<file path="config.mk">
export PLATFORM = sky130hd
export DESIGN_NAME = audiodac_sample_mon
export DESIGN_NICKNAME = d
export VERILOG_FILES = /design/src/rtl/audiodac_sample_mon.sv
export SDC_FILE = /design/constraint.sdc
export NUM_CORES = 1
export LEC_CHECK = 0
export BUFFER_PORTS_ARGS = -buffer_cell sky130_fd_sc_hd__buf_4
export CORE_ASPECT_RATIO = 1.2
export CORE_MARGIN = 3
export CORE_UTILIZATION = 52
export CTS_BUF_LIST = sky130_fd_sc_hd__clkbuf_8
export DETAILED_ROUTE_END_ITERATION = 16
export HOLD_SLACK_MARGIN = 0.1
export PLACE_DENSITY = 0.9
export SYNTH_ARGS = -nofsm -noshare
export SYNTH_HDL_FRONTEND = slang
export SYNTH_SLANG_ARGS = --single-unit
</file>
<file path="constraint.sdc">
create_clock -name clk_i -period 2.43 [get_ports clk_i]
set_input_delay 0.1215 -clock clk_i [delete_from_list [all_inputs] [get_ports clk_i]]
set_output_delay 0.1215 -clock clk_i [all_outputs]
set_load 0.05 [all_outputs]
</file>
<file path="src/rtl/audiodac_sample_mon.sv">
// -----------------------------------------------------------------------------
// audiodac_sample_mon
//
// Test-mode consumer of the 16-bit UINT sample source interface (data plus a
// one-cycle read strobe). It pulls samples at a programmable rate, captures
// each one, and keeps simple statistics for self-test of the sample path:
// minimum, maximum, rising mid-scale crossing count and the number of samples
// between the last two rising crossings.
//
// Ports
//   clk_i         system clock
//   rst_n_i       asynchronous active-low reset
//   data_i        sample from source (UINT, mid-scale 0x8000), valid while
//                 data_rd_o=1
//   data_rd_o     one-cycle read strobe to the source
//   mon_en_i      enables strobe generation and capture
//   mon_div_i     strobe period minus one, in clocks
//   mon_clr_i     synchronous clear of statistics
//   mon_sample_o  last captured sample
//   mon_valid_o   one-cycle pulse in the cycle after a capture
//   mon_min_o     minimum captured sample since clear
//   mon_max_o     maximum captured sample since clear
//   mon_cross_o   rising mid-scale crossing count, saturates at 255
//   mon_period_o  samples between the last two rising crossings, saturating
// -----------------------------------------------------------------------------
module audiodac_sample_mon #(
   parameter int DIV_W = 8
) (
   input  logic             clk_i,
   input  logic             rst_n_i,
   input  logic [15:0]      data_i,
   output logic             data_rd_o,
   input  logic             mon_en_i,
   input  logic [DIV_W-1:0] mon_div_i,
   input  logic             mon_clr_i,
   output logic [15:0]      mon_sample_o,
   output logic             mon_valid_o,
   output logic [15:0]      mon_min_o,
   output logic [15:0]      mon_max_o,
   output logic [7:0]       mon_cross_o,
   output logic [15:0]      mon_period_o
);

   localparam logic [15:0] MID_SCALE = 16'h8000;

   function automatic logic [15:0] sat_inc16(input logic [15:0] x);
      return (x == 16'hFFFF) ? x : x + 16'd1;
   endfunction

   function automatic logic [7:0] sat_inc8(input logic [7:0] x);
      return (x == 8'hFF) ? x : x + 8'd1;
   endfunction

   logic [DIV_W-1:0] div_cnt;
   logic             first_flag;
   logic             prev_below;
   logic             cross_seen;
   logic [15:0]      smp_cnt;
   logic             is_below;
   logic             is_cross;

   // Gated by rst_n_i as well so no strobe can reach the source while the
   // block is held in reset (the idle counter value 0 would otherwise fire).
   assign data_rd_o = rst_n_i & mon_en_i & (div_cnt == '0);

   // Rate counter: a new mon_div_i value is only picked up at reload.
   always_ff @(posedge clk_i or negedge rst_n_i) begin
      if (!rst_n_i) begin
         div_cnt <= '0;
      end else if (!mon_en_i) begin
         div_cnt <= '0;
      end else if (div_cnt == '0) begin
         div_cnt <= mon_div_i;
      end else begin
         div_cnt <= div_cnt - 1'b1;
      end
   end

   // Capture stage: sample register is independent of the statistics clear.
   always_ff @(posedge clk_i or negedge rst_n_i) begin
      if (!rst_n_i) begin
         mon_sample_o <= '0;
         mon_valid_o  <= 1'b0;
      end else begin
         mon_valid_o <= data_rd_o;
         if (data_rd_o) begin
            mon_sample_o <= data_i;
         end
      end
   end

   always_comb begin
      is_below = (data_i < MID_SCALE);
      is_cross = !first_flag && prev_below && !is_below;
   end

   // Statistics stage: clear wins over a same-cycle capture.
   always_ff @(posedge clk_i or negedge rst_n_i) begin
      if (!rst_n_i) begin
         mon_min_o    <= 16'hFFFF;
         mon_max_o    <= '0;
         mon_cross_o  <= '0;
         mon_period_o <= '0;
         first_flag   <= 1'b1;
         prev_below   <= 1'b0;
         cross_seen   <= 1'b0;
         smp_cnt      <= '0;
      end else if (mon_clr_i) begin
         mon_min_o    <= 16'hFFFF;
         mon_max_o    <= '0;
         mon_cross_o  <= '0;
         mon_period_o <= '0;
         first_flag   <= 1'b1;
         prev_below   <= 1'b0;
         cross_seen   <= 1'b0;
         smp_cnt      <= '0;
      end else if (data_rd_o) begin
         prev_below <= is_below;
         if (first_flag) begin
            mon_min_o  <= data_i;
            mon_max_o  <= data_i;
            first_flag <= 1'b0;
            smp_cnt    <= sat_inc16(smp_cnt);
         end else begin
            if (data_i < mon_min_o) mon_min_o <= data_i;
            if (data_i > mon_max_o) mon_max_o <= data_i;
            if (is_cross) begin
               mon_cross_o <= sat_inc8(mon_cross_o);
               // Period only becomes meaningful once a previous crossing exists.
               if (cross_seen) mon_period_o <= sat_inc16(smp_cnt);
               cross_seen <= 1'b1;
               smp_cnt    <= '0;
            end else begin
               smp_cnt <= sat_inc16(smp_cnt);
            end
         end
      end
   end

endmodule

</file>
Yosys cells after proc, flatten, opt, wreduce, memory -nomap -nowiden. Index checks and enable logic that the tools add are counted.

Logic and storage cells: 71. Register bits after elaboration: 100. Input port bits: 28.

Reductions and logical operators: 15. Bitwise operators: 2. Order comparisons: 3. Add/subtract/negate cells: 3. Equal/unequal tests: 4. Multiplexer cells: 33.

Operator list (number): $mux W16 (18); $mux W8 (7); $add A16 B1 Y16 const B (1); $eq A16 B16 Y1 const B (1); $gt A16 B16 Y1 (1); $lt A16 B16 Y1 (1); $lt A16 B16 Y1 const B (1); $add A8 B1 Y8 const B (1); $eq A8 B8 Y1 const B (1); $logic_not A8 Y1 (1); $mux W1 (8); $reduce_and A4 Y1 (2); $sub A8 B1 Y8 const B (1); $reduce_bool A2 Y1 (3); $reduce_bool A3 Y1 (2); $ne A2 B2 Y1 const B (2); $reduce_and A2 Y1 (2); $reduce_and A3 Y1 (1); $and A1 B1 Y1 (2); $logic_and A1 B1 Y1 (2); $logic_not A1 Y1 (2).

Longest topological paths before layout. Gate-level depths: netlist of run 1.

Depth in word-level cells: 7. Depth in mapped cells: 11. Gate-level depth less buffers: 8.

Least setup slack after synthesis of run 1. No wires, ideal clock.

Path kind: register to register. Start: register mon_max_o[13]. End: register mon_max_o[13]. Slack: -0.386 ns. Arrival time: 2.733 ns. Clock period less this slack: 2.816 ns. Path buffers: 1. Library setup time: 0.083 ns. Cell stages (with the launch flop): 10. Path through: dfrtp_1 > inv_1 > ha_1 > a21o_1 > a21o_1 > a221o_1 > o31ai_1 > clkbuf_1 > nand2_1 > o21ai_0.

Cells in the longest elaborated chain, start to end: 3.

Ends and longest elaborated chain: start: declaration (RTL line 39) `output logic [15:0] mon_max_o,`; start signal: assignment (RTL line 121) `mon_max_o <= data_i;`; start signal: assignment (RTL line 126) `if (data_i > mon_max_o) mon_max_o <= data_i;`; $gt A16 B16 Y1 (RTL line 126); $reduce_bool A3 Y1 (no source line); $reduce_and A2 Y1 (no source line).

No other way between the ends. A chain may end at the register's enable or synchronous reset.

Final worst setup path of run 1.
Start: register mon_min_o[14]. End: register mon_min_o[2].

Cells in the longest elaborated chain, start to end: 3.

Ends and longest elaborated chain: start: declaration (RTL line 38) `output logic [15:0] mon_min_o,`; start signal: assignment (RTL line 120) `mon_min_o <= data_i;`; start signal: assignment (RTL line 125) `if (data_i < mon_min_o) mon_min_o <= data_i;`; $lt A16 B16 Y1 (RTL line 125); $reduce_bool A3 Y1 (no source line); $reduce_and A2 Y1 (no source line).

No other way between the ends.

==> results of run 1 <==
routing by layer:
metal  wire length (um)  vias up
met5                  0        -
met4               1100        0
met3               1660      116
met2               8780      376
met1               6120     2610
li1                   -     2416
logic make-up (layout without fill, tap and decap cells):
kind of cell / count (synthesis) / after routing / share of synthesized area (%)
xor gates and xnor gates: 17 / 17 / 2.73
DFF: 100 / 100 / 46.3
AOI/OAI and AO/OA: 146 / 146 / 17.2
adders and majority gates: 35 / 35 / 8.04
buffers and inverters: 67 / 227 / 4.85
muxes: 7 / 7 / 1.31
and+or+nand+nor: 227 / 227 / 19.6
final timing paths:
| path | from | to | slack, ns | depth (start not counted) |
|---|---|---|---|---|
| setup / recovery | mon_min_o[14] | mon_min_o[2] | -0.21 | 10 |
| hold / removal | data_i[0] | mon_sample_o[0] | 0.12 | 3 |
| setup reg to reg | mon_min_o[14] | mon_min_o[2] | -0.21 | 10 |
| hold reg to reg | mon_period_o[6] | mon_period_o[6] | 0.48 | 2 |
| max in group asynchronous | rst_n_i | mon_max_o[13] | 0.76 | 4 |
| min in group asynchronous | rst_n_i | mon_sample_o[14] | 0.36 | 3 |
through the flow:
stage               hold WS [ns]  setup TNS (ns)  util (%)  std cells
floorplan                 -0.174         -0.0604         -        599
global route               0.155           -3.10      73.3        885
detailed placement         0.220           -2.52      64.3        826
finish                     0.118           -2.16      73.3        885
CTS                        0.113               0      69.4        868
global placement           0.214               0      64.3        826
power by group through the flow:
stage,Clock [mW],Sequential (mW),Combinational [mW]
finish,1.05,2.08,2.14
detailed placement,0,2.09,1.89
floorplan,0,2.63,0.725
global placement,0,2.08,1.83
CTS,1.04,2.06,1.97
global route,1.12,2.10,2.29
area by class of cell:
cell class	count	area (um2)
Fill cell	646	2700
Timing Repair Buffer	171	1450
Clock inverter	4	22.5
Clock buffer	12	165
Multi-Input combinational cell	432	2930
Tap cell	126	158
Sequential cell	100	2530
Inverter	40	154
critical path, cell delays in order (launching register included):
cell and delay (ns):
dfstp_2 0.58, inv_2 0.06, ha_4 0.26, nand4_1 0.16, nor3_2 0.29, o211ai_1 0.23, a311oi_2 0.33, buf_4 0.23
buf_12 0.12, nor4_4 0.04, a211oi_2 0.24
placed cells by master, fill, tap and decap left out, types with 7 or more instances in the layout:
cell type / Yosys / layout
a21oi_1: 24 / 23
a2bb2oi_1: 14 / 14
buf_4: 0 / 139
clkbuf_8: 0 / 12
dfrtp_1: 83 / 75
dfrtp_2: 0 / 8
dfstp_2: 17 / 17
dlygate4sd3_1: 0 / 22
ha_1: 35 / 29
inv_1: 40 / 35
nand2_1: 109 / 109
nand3_1: 30 / 30
nand4_1: 9 / 9
nor2_1: 22 / 22
nor3_1: 16 / 11
o211a_1: 7 / 7
o21ai_0: 60 / 53
o21ai_1: 1 / 7
o22a_1: 10 / 10
or3_1: 10 / 7
xnor2_1: 12 / 12
sequential cells by signal (all words and copies together) (netlist names):
| signal | cells |
|---|---|
| mon_sample_o | 16 |
| mon_period_o | 16 |
| mon_cross_o | 8 |
| first_flag | 1 |
| mon_min_o | 16 |
| smp_cnt | 16 |
| mon_valid_o | 1 |
| prev_below | 1 |
| mon_max_o | 16 |
| cross_seen | 1 |
| div_cnt | 8 |
repair_timing:
action                                 in CTS  in global routing
buffers inserted                            3                 17
endpoints found under the hold margin      53                  0
pin swaps                                   2                 22
setup endpoints to repair                  33                 59
resized for setup                          12                 44
hold buffers                               22                  0
gates cloned                                1                  0
==> key figures, run 1 <==
Synth
  • Dominant cells by area after synthesis: dfrtp_1 (38%), dfstp_2 (8.2%), ha_1 (8.0%), nand2_1 (7.5%), o21ai_0 (5.5%)
  • Top_reg_cell synth: dfrtp_1
  • Post-synth top area share: 38.1%
  • Syn nets: 662
  • Ys async rst share: 100%
  • Most common cell in the synthesized netlist: nand2_1
  • Cell Area, Synth: 0.00545 mm2
  • Yosys reg bits: 100
  • Top post-synthesis cells by count: nand2_1 (109), dfrtp_1 (83), o21ai_0 (60)
  • Mapped Cells: 599
  • Syn avg cell area: 9.09 um2
  • Post-synth EDFFs: 0
  • Synth Warn #: 0
  • Area leader, netlist: dfrtp_1
  • Seq/Total Area, Yosys: 46.3%
  • Yosys cell types: 51

Power
  • Power per cell area: 711 mW/mm2
  • Gate power share: 40.7%
  • Clock power frac: 19.9%
  • Sequential power share: 39.4%
  • Psw: 2.13 mW
  • P_int: 3.15 mW
  • Leakage: 3.47 nW
  • Switching share of power: 40.3%
  • Maximum vdd drop: 0.000674 V
  • Total power: 5.27 mW

Clock tree
  • # H-tree levels: 3
  • CTS root buffer: clkbuf_8
  • CTS tree: done
  • Total CTS buffers: 9
  • Clk_lat worst skew: 0.38 ns
  • CTS Buffer Depth: 2
  • Clock-pin transition on the worst setup and hold timing paths: 0.10 ns
  • Num Clock Sinks: 100

Floorplan
  • Row cnt: 40
  • Io pins: 102
  • Die Wd: 99.4 um
  • Die height: 118 um
  • Initial core utilization: 53.9%
  • DIE AREA: 0.0117 mm2
  • Core footprint: 0.0101 mm2

Critical path
  • CP endpoint kind: flip-flop
  • Worst setup path category: reg2reg
  • Critical Path RT: 2.73 ns
  • Crit path DAT: 2.94 ns
  • Max Fanout on Critical Path: 8
  • Startpoint class of the critical path: flip-flop

Timing
  • Final worst setup slack: -0.206 ns
  • Clock Skew: 0.0102 ns
  • Max-slew violation count: 0
  • RSZ-0062 raised after global routing: true
  • Worst slew margin: 39.8%
  • Fin crit share: 108%
  • Setup violators final: 34
  • Max Clk Rate: 379 MHz
  • Fin crit period: 2.64 ns
  • Final hold violations: 0
  • Slew at the pin with the worst max-slew slack: 0.903 ns

Global routing
  • First-pass GRT wire length: 25300 um
  • Grt ovf: 0
  • Gr usage total: 26.4%
  • Gr busiest metal: met2
  • GR Layer Usage met3: 4.15%
  • Largest net degree at the start of global routing: 71
  • Number of global-route vias before repair: 5260
  • Initial antenna violation count: 0
  • GR Util met1: 33.0%
  • GR Util met2: 44.9%

Route
  • First DRT Iteration DRCs: 648
  • DRT Wirelength: 17700 um
  • Post-route ant nets: 0
  • Via Count: 5518
  • DRT Pass-1 Iters: 7
  • Drt wl/cell: 20.0 um
  • DR vias/cell: 6.24
  • DRC viols: 0

Cells and area
  • Layout cells sized above 1: 30.6%
  • Nets: 817
  • Area grow syn2layout: 36.1%
  • Diode count: 0
  • Final Cell Area: 0.00741 mm2

Place
  • IO Port Bufs: 101
  • Placed cell areas: 0.00650 mm2
  • Post-DP HPWL: 10200 um
  • Setup WS pre-CTS: -0.141 ns
  • Final RePlAce weighted congestion: 0.906

Hold path
  • Hold Path Class: in2reg

Run status
  • Failing checks: setup timing
  • Status: finished with violations

Job
  • Number of max-cap violations: 0
Note: power is estimated with default switching activity, not from simulation.
==> run 2: changes to the inputs <==
--- a/config.mk
+++ b/config.mk
@@ -8,11 +8,11 @@
 export BUFFER_PORTS_ARGS = -buffer_cell sky130_fd_sc_hd__buf_4
 export CORE_ASPECT_RATIO = 1.2
 export CORE_MARGIN = 3
-export CORE_UTILIZATION = 52
+export CORE_UTILIZATION = 55
 export CTS_BUF_LIST = sky130_fd_sc_hd__clkbuf_8
 export DETAILED_ROUTE_END_ITERATION = 16
 export HOLD_SLACK_MARGIN = 0.1
-export PLACE_DENSITY = 0.9
+export PLACE_DENSITY = 0.79
 export SYNTH_ARGS = -nofsm -noshare
 export SYNTH_HDL_FRONTEND = slang
 export SYNTH_SLANG_ARGS = --single-unit
==> constraint.sdc (replaced) <==
create_clock -name clk_i -period 3.22 [get_ports clk_i]
set_input_delay 0.161 -clock clk_i [delete_from_list [all_inputs] [get_ports clk_i]]
set_output_delay 0.161 -clock clk_i [all_outputs]
set_load 0.05 [all_outputs]
==> key figures, run 2 (same netlist as run 1, synthesis figures left out) <==
Run status
  • Status: completed

Global routing
  • Largest net degree at the start of global routing: 57 (-20%)
  • Initial antenna violation count: 0 (unchanged)
  • Grt ovf: 0 (unchanged)
  • First-pass GRT wire length: 23100 um (-8.8%)
  • Gr usage total: 25.2% (-1.3 points)
  • Number of global-route vias before repair: 4849 (-7.8%)

Timing
  • Max-slew violation count: 0 (unchanged)
  • Fin crit period: 2.76 ns
  • Fin crit share: 85.8%
  • Clock Skew: 0.00974 ns (-0.000501 ns)
  • TNS Setup: 0 ns (+2.16 ns)
  • Final worst setup slack: 0.456 ns (+0.662 ns)
  • Min Hold Slack: 0.189 ns (+0.0709 ns)
  • Worst slew margin: 39.8% (-0.059 points)
  • Max Clk Rate: 362 MHz
  • Final hold violations: 0 (unchanged)
  • Setup violators final: 0 (-100%)
  • RSZ-0062 raised after global routing: false
  • Slew at the pin with the worst max-slew slack: 0.898 ns (-0.00452 ns)

Clock tree
  • Clock-pin transition on the worst setup and hold timing paths: 0.09 ns (about the same)
  • Num Clock Sinks: 100 (unchanged)
  • CTS root buffer: clkbuf_8
  • # resized after CTS: 0 (-12)
  • Total setup buffers inserted after CTS: 0 (-3)
  • Hold buffers post-CTS: 29 (+32%)
  • Clk_lat worst skew: 0.37 ns (about the same)
  • Total CTS buffers: 9 (unchanged)
  • CTS Buffer Depth: 2 (unchanged)
  • CTS tree: done
  • # H-tree levels: 3 (unchanged)

Critical path
  • CP endpoint kind: flip-flop
  • R2r worst-path depth: 9 (-1)
  • Slowest-stage cell, CP: o31ai_2
  • Worst setup path category: in2reg
  • Critical Path RT: 3.51 ns (+0.78 ns)
  • Crit path DAT: 3.05 ns (+0.11 ns)
  • CP cell instances: dlygate4sd3_1 > buf_4 > ha_1 > a21o_1 > a21o_1 > a221o_1 > o31ai_2 > buf_4 > nand2_1 > o21ai_0
  • Max Fanout on Critical Path: 12 (+4)
  • Reg-to-reg startpoint: mon_max_o[13]
  • WP buf/inv: 3 (unchanged)
  • RR Endpoint: mon_max_o[10]
  • Startpoint class of the critical path: primary input
  • Family with the most delay on the worst path: compound AO/OA/AOI/OAI gates
  • Slowest stage delay, CP: 0.73 ns (+0.15 ns)
  • Worst R2R Setup Slack: 0.51 ns (+0.72 ns)

Route
  • Uppermost layer routed: met4
  • DR vias/cell: 5.75 (-7.7%)
  • DRT Wirelength: 13700 um (-22%)
  • Post-route ant nets: 0 (unchanged)
  • Drt wl/cell: 16.1 um (-20%)
  • WL met1: 5640 um (-7.9%)
  • DR WL met2: 7070 um (-19%)
  • Via Count: 4919 (-11%)
  • Met3 wire len: 677 um (-59%)
  • DRC viols: 0 (unchanged)
  • First DRT Iteration DRCs: 241 (-63%)
  • DRT Pass-1 Iters: 5 (-2)

Place
  • Placed cell areas: 0.00636 mm2 (-2.2%)
  • IO Port Bufs: 101 (unchanged)
  • Post-DP HPWL: 9790 um (-4.2%)
  • Final RePlAce weighted congestion: 0.907 (about the same)
  • Setup WS pre-CTS: 0.579 ns (+0.720 ns)

Power
  • Power per cell area: 577 mW/mm2 (-19%)
  • Sequential power share: 39.4% (about the same)
  • Gate power share: 36.1% (-4.6 points)
  • Psw: 1.47 mW (-31%)
  • Leakage: 3.33 nW (-4.1%)
  • Maximum vdd drop: 0.000498 V (-26%)
  • Clock power frac: 24.6% (+4.7 points)
  • Switching share of power: 36.8% (-3.5 points)
  • P_int: 2.51 mW (-20%)

Cells and area
  • Commonest non-fill, non-tap cell in the layout: buf_4
  • Diode count: 0 (unchanged)
  • Layout cells sized above 1: 21.0% (-9.5 points)
  • FILL cells: 698 (+8.0%)
  • Area grow syn2layout: 26.6%
  • Most frequent cells in the layout: buf_4 (115), nand2_1 (109), dfrtp_1 (83)
  • Final Cell Area: 0.00690 mm2 (-7.0%)
  • Nets: 790 (-3.3%)

Floorplan
  • DIE AREA: 0.0111 mm2 (-5.2%)
  • Die height: 115 um (-2.6%)
  • Io pins: 102 (unchanged)
  • Row cnt: 39 (-2.5%)
  • Die Wd: 96.9 um (-2.6%)
  • Core footprint: 0.00961 mm2 (-4.9%)
  • Initial core utilization: 56.7% (+2.8 points)

Hold path
  • Hold path startpoint: data_i[0]
  • Hold Path Depth: 3 (unchanged)
  • Worst Hold End: mon_sample_o[0]
  • Hold Path Class: in2reg

Job
  • Number of max-cap violations: 0 (unchanged)
==> run 2: changes by cell type in the layout (fill, tap and decap cells not counted), moves of 6 or more <==
cell,delta
dfrtp_1,+8
ha_4,-6
inv_1,+6
buf_4,-24
ha_1,+6
dlygate4sd3_1,+7
dfrtp_2,-8
o21ai_0,+7
o21ai_1,-6
==> run 2: routing by layer <==
layer / GRT usage, % / up-vias
met3: 3.16 / 28
met2: 44.2 / 157
li1: - / 2360
met1: 31.1 / 2374
met5: 0 / -
met4: 12.0 / 0
==> run 2: area by class of cell <==
type / instances / area (um2) / area share [%]
Clock inverter: 5 / 98.8 / 1.43
Multi-Input combinational cell: 432 / 2670 / 38.6
Tap cell: 123 / 154 / 2.23
Sequential cell: 100 / 2520 / 36.6
Clock buffer: 11 / 151 / 2.20
Timing Repair Buffer: 144 / 1150 / 16.7
Inverter: 40 / 150 / 2.18
==> run 2: worst max-delay path by stage <==
| stage | from | end | slack [ns] | depth (start not counted) |
|---|---|---|---|---|
| after floorplan | mon_max_o[13] | mon_max_o[13] | 0.40 | 9 |
| after global placement | div_cnt[0] | smp_cnt[11] | 0.67 | 7 |
| after detailed placement | div_cnt[0] | smp_cnt[7] | 0.58 | 7 |
| after CTS | data_i[13] | mon_max_o[10] | 0.52 | 10 |
| after global routing | data_i[13] | mon_max_o[6] | 0.37 | 10 |
| final | data_i[13] | mon_max_o[10] | 0.46 | 10 |
==> run 2: worst reg2reg max path: stages (launching register included) <==
cell and delay [ns]:
dfrtp_1 0.40, inv_1 0.06, ha_1 0.29, a21o_1 0.18, a21o_1 0.17, a221o_1 0.37
o31ai_2 0.73, buf_4 0.29, nand2_1 0.06, o21ai_0 0.07
==> run 2: stage by stage <==
| stage | power, mW | instances | util, % |
|---|---|---|---|
| CTS | 4.00 | 855 | 71.7 |
| finish | 3.98 | 855 | 71.7 |
| floorplan | 2.52 | 599 | - |
| global route | 4.20 | 855 | 71.7 |
| global placement | 2.90 | 810 | 66.1 |
| detailed placement | 2.94 | 810 | 66.1 |
==> run 2: power groups by stage <==
| stage | clock [mW] | sequential [mW] | combinational, mW |
|---|---|---|---|
| after global placement | 0 | 1.58 | 1.32 |
| after global routing | 1.05 | 1.59 | 1.56 |
| after CTS | 0.995 | 1.57 | 1.44 |
| after detailed placement | 0 | 1.59 | 1.36 |
| final | 0.978 | 1.57 | 1.44 |
| after floorplan | 0 | 1.98 | 0.540 |
==> run 3: changes to the inputs <==
==> constraint.sdc (replaced) <==
create_clock -name clk_i -period 2.7 [get_ports clk_i]
set_input_delay 0.135 -clock clk_i [delete_from_list [all_inputs] [get_ports clk_i]]
set_output_delay 0.135 -clock clk_i [all_outputs]
set_load 0.05 [all_outputs]
==> key figures, run 3 (same netlist as run 1, synthesis figures left out) <==
Clock tree
  • # H-tree levels: 3 (unchanged)
  • Num Clock Sinks: 100 (unchanged)
  • CTS Buffer Depth: 2 (unchanged)
  • CTS tree: done
  • Total CTS buffers: 9 (unchanged)
  • Clk_lat worst skew: 0.37 ns (about the same)
  • Clock-pin transition on the worst setup and hold timing paths: 0.09 ns (about the same)
  • CTS root buffer: clkbuf_8

Place
  • IO Port Bufs: 101 (unchanged)
  • Final RePlAce weighted congestion: 0.901 (-0.66%)
  • DP Cell Count: 812 (+0.25%)
  • Post-DP HPWL: 9710 um (-0.91%)

Floorplan
  • Die Wd: 96.9 um (unchanged)
  • Initial core utilization: 56.7% (unchanged)
  • Core footprint: 0.00961 mm2 (unchanged)
  • Die height: 115 um (unchanged)
  • Row cnt: 39 (unchanged)
  • DIE AREA: 0.0111 mm2 (unchanged)
  • Io pins: 102 (unchanged)

Timing
  • Final hold violations: 0 (unchanged)
  • TNS Setup: 0 ns (unchanged)
  • Fin crit share: 95.9%
  • Max-slew violation count: 0 (unchanged)
  • Clock Skew: 0.0140 ns (+0.00423 ns)
  • Slew at the pin with the worst max-slew slack: 0.877 ns (-0.0211 ns)
  • Max Clk Rate: 386 MHz
  • Setup violators final: 0 (unchanged)
  • Worst slew margin: 41.5% (+1.8 points)
  • Fin crit period: 2.59 ns

Power
  • Sequential power share: 40.5% (+1.1 points)
  • P_int: 2.84 mW (+13%)
  • Psw: 1.76 mW (+20%)
  • Leakage: 3.33 nW (about the same)
  • Clock power frac: 21.3% (-3.3 points)
  • Maximum vdd drop: 0.000566 V (+14%)
  • Gate power share: 38.3% (+2.2 points)
  • Total power: 4.60 mW (+16%)
  • Power per cell area: 663 mW/mm2 (+15%)
  • Switching share of power: 38.3% (+1.5 points)

Route
  • DRT Wirelength: 13700 um (-0.42%)
  • Drt wl/cell: 15.9 um (-0.77%)
  • Via Count: 4928 (+0.18%)
  • Post-route ant nets: 0 (unchanged)
  • First DRT Iteration DRCs: 297 (+23%)
  • DRT Pass-1 Iters: 5 (unchanged)
  • DR vias/cell: 5.74 (-0.17%)
  • DRC viols: 0 (unchanged)

Critical path
  • Startpoint class of the critical path: flip-flop
  • CP cell instances: or4_4 > or3_4 > buf_12 > inv_2 > buf_8 > buf_6
  • Slowest stage delay, CP: 0.57 ns (-0.16 ns)
  • Max Fanout on Critical Path: 45 (+33)
  • Crit path DAT: 2.46 ns (-0.59 ns)
  • CP endpoint kind: output pin
  • Worst setup path category: reg2out
  • Slowest-stage cell, CP: or4_4
  • Critical Path RT: 2.57 ns (-0.94 ns)
  • Worst R2R Setup Slack: 0.19 ns (-0.32 ns)

Run status
  • Status: completed

Global routing
  • First-pass GRT wire length: 22500 um (-2.6%)
  • Number of global-route vias before repair: 4732 (-2.4%)
  • Initial antenna violation count: 0 (unchanged)
  • Grt ovf: 0 (unchanged)
  • Gr usage total: 24.8% (-0.40 points)
  • Largest net degree at the start of global routing: 72 (+26%)

Cells and area
  • Nets: 793 (+0.38%)
  • FILL cells: 724 (+3.7%)
  • Diode count: 0 (unchanged)
  • Area grow syn2layout: 27.3%
  • Layout cells sized above 1: 22.3% (+1.3 points)
  • Commonest non-fill, non-tap cell in the layout: buf_4
  • Most frequent cells in the layout: buf_4 (114), nand2_1 (109), dfrtp_1 (81)
  • Non-Filler Instances: 858 (+0.35%)

Hold path
  • Hold Path Class: in2reg

Job
  • Number of max-cap violations: 0 (unchanged)
-- run 3: cell count changes in the layout (fill, tap and decap cells not counted), sizes merged --
cell,delta
bufinv,-2
clkinv,+1
buf,+2
dlygate4sd3,+1
clkinvlp,+1
-- run 3: repair_timing --
action,CTS,global route
hold buffers,30,0
pin swaps,0,0
resized for setup,2,10
endpoints found under the hold margin,50,0
setup endpoints to repair,1,16
buffers inserted,0,0
-- run 3: power groups by stage --
| stage | combinational (mW) | clock (mW) | sequential [mW] |
|---|---|---|---|
| 6_report | 1.76 | 0.978 | 1.86 |
| 5_1_grt | 1.90 | 1.06 | 1.89 |
| 4_1_cts | 1.75 | 0.995 | 1.86 |
| 3_5_place_dp | 1.65 | 0 | 1.88 |
| 3_3_place_gp | 1.60 | 0 | 1.88 |
| 2_1_floorplan | 0.645 | 0 | 2.37 |
-- run 3: final timing paths --
check | start | end | cells after the start
min in group asynchronous | rst_n_i | mon_sample_o[5] | 3
min | mon_div_i[7] | div_cnt[7] | 4
max reg2reg | div_cnt[3] | smp_cnt[0] | 6
min reg2reg | mon_sample_o[14] | mon_sample_o[14] | 2
max in group asynchronous | rst_n_i | div_cnt[3] | 4
max | div_cnt[3] | data_rd_o | 6
-- run 3: stage by stage --
| stage | instance area, um2 | hold WS (ns) | utilization (%) | setup WS (ns) |
|---|---|---|---|---|
| after floorplan | 5460 | -0.161 | - | 0.116 |
| after global placement | 6380 | 0.227 | 66.4 | 0.186 |
| after detailed placement | 6380 | 0.229 | 66.4 | 0.0976 |
| after CTS | 6900 | 0.155 | 71.7 | 0.0104 |
| after global routing | 6930 | 0.195 | 72.1 | -0.0131 |
| final | 6930 | 0.180 | 72.1 | 0.110 |
-- run 3: layer usage --
metal	share of wire [%]	global-route usage [%]
met1	42	31.2
met4	1.9	10.7
met3	5.4	4.13
met5	0	0
met2	51	42.6
-- run 3: layout make-up --
class,instances,area [um2],share of cell area (%)
Clock buffer,11,151,2.18
Clock inverter,5,51.3,0.740
Inverter,40,150,2.17
Multi-Input combinational cell,432,2700,38.9
Sequential cell,100,2530,36.4
Tap cell,123,154,2.22
Timing Repair Buffer,147,1200,17.3
-- run 3: critical path, delay by kind of cell, from the launching register on --
kind | cells | cell delay [ns]
simple gates | 2 | 0.98
buf+inv | 4 | 0.65
flops | 1 | 0.44
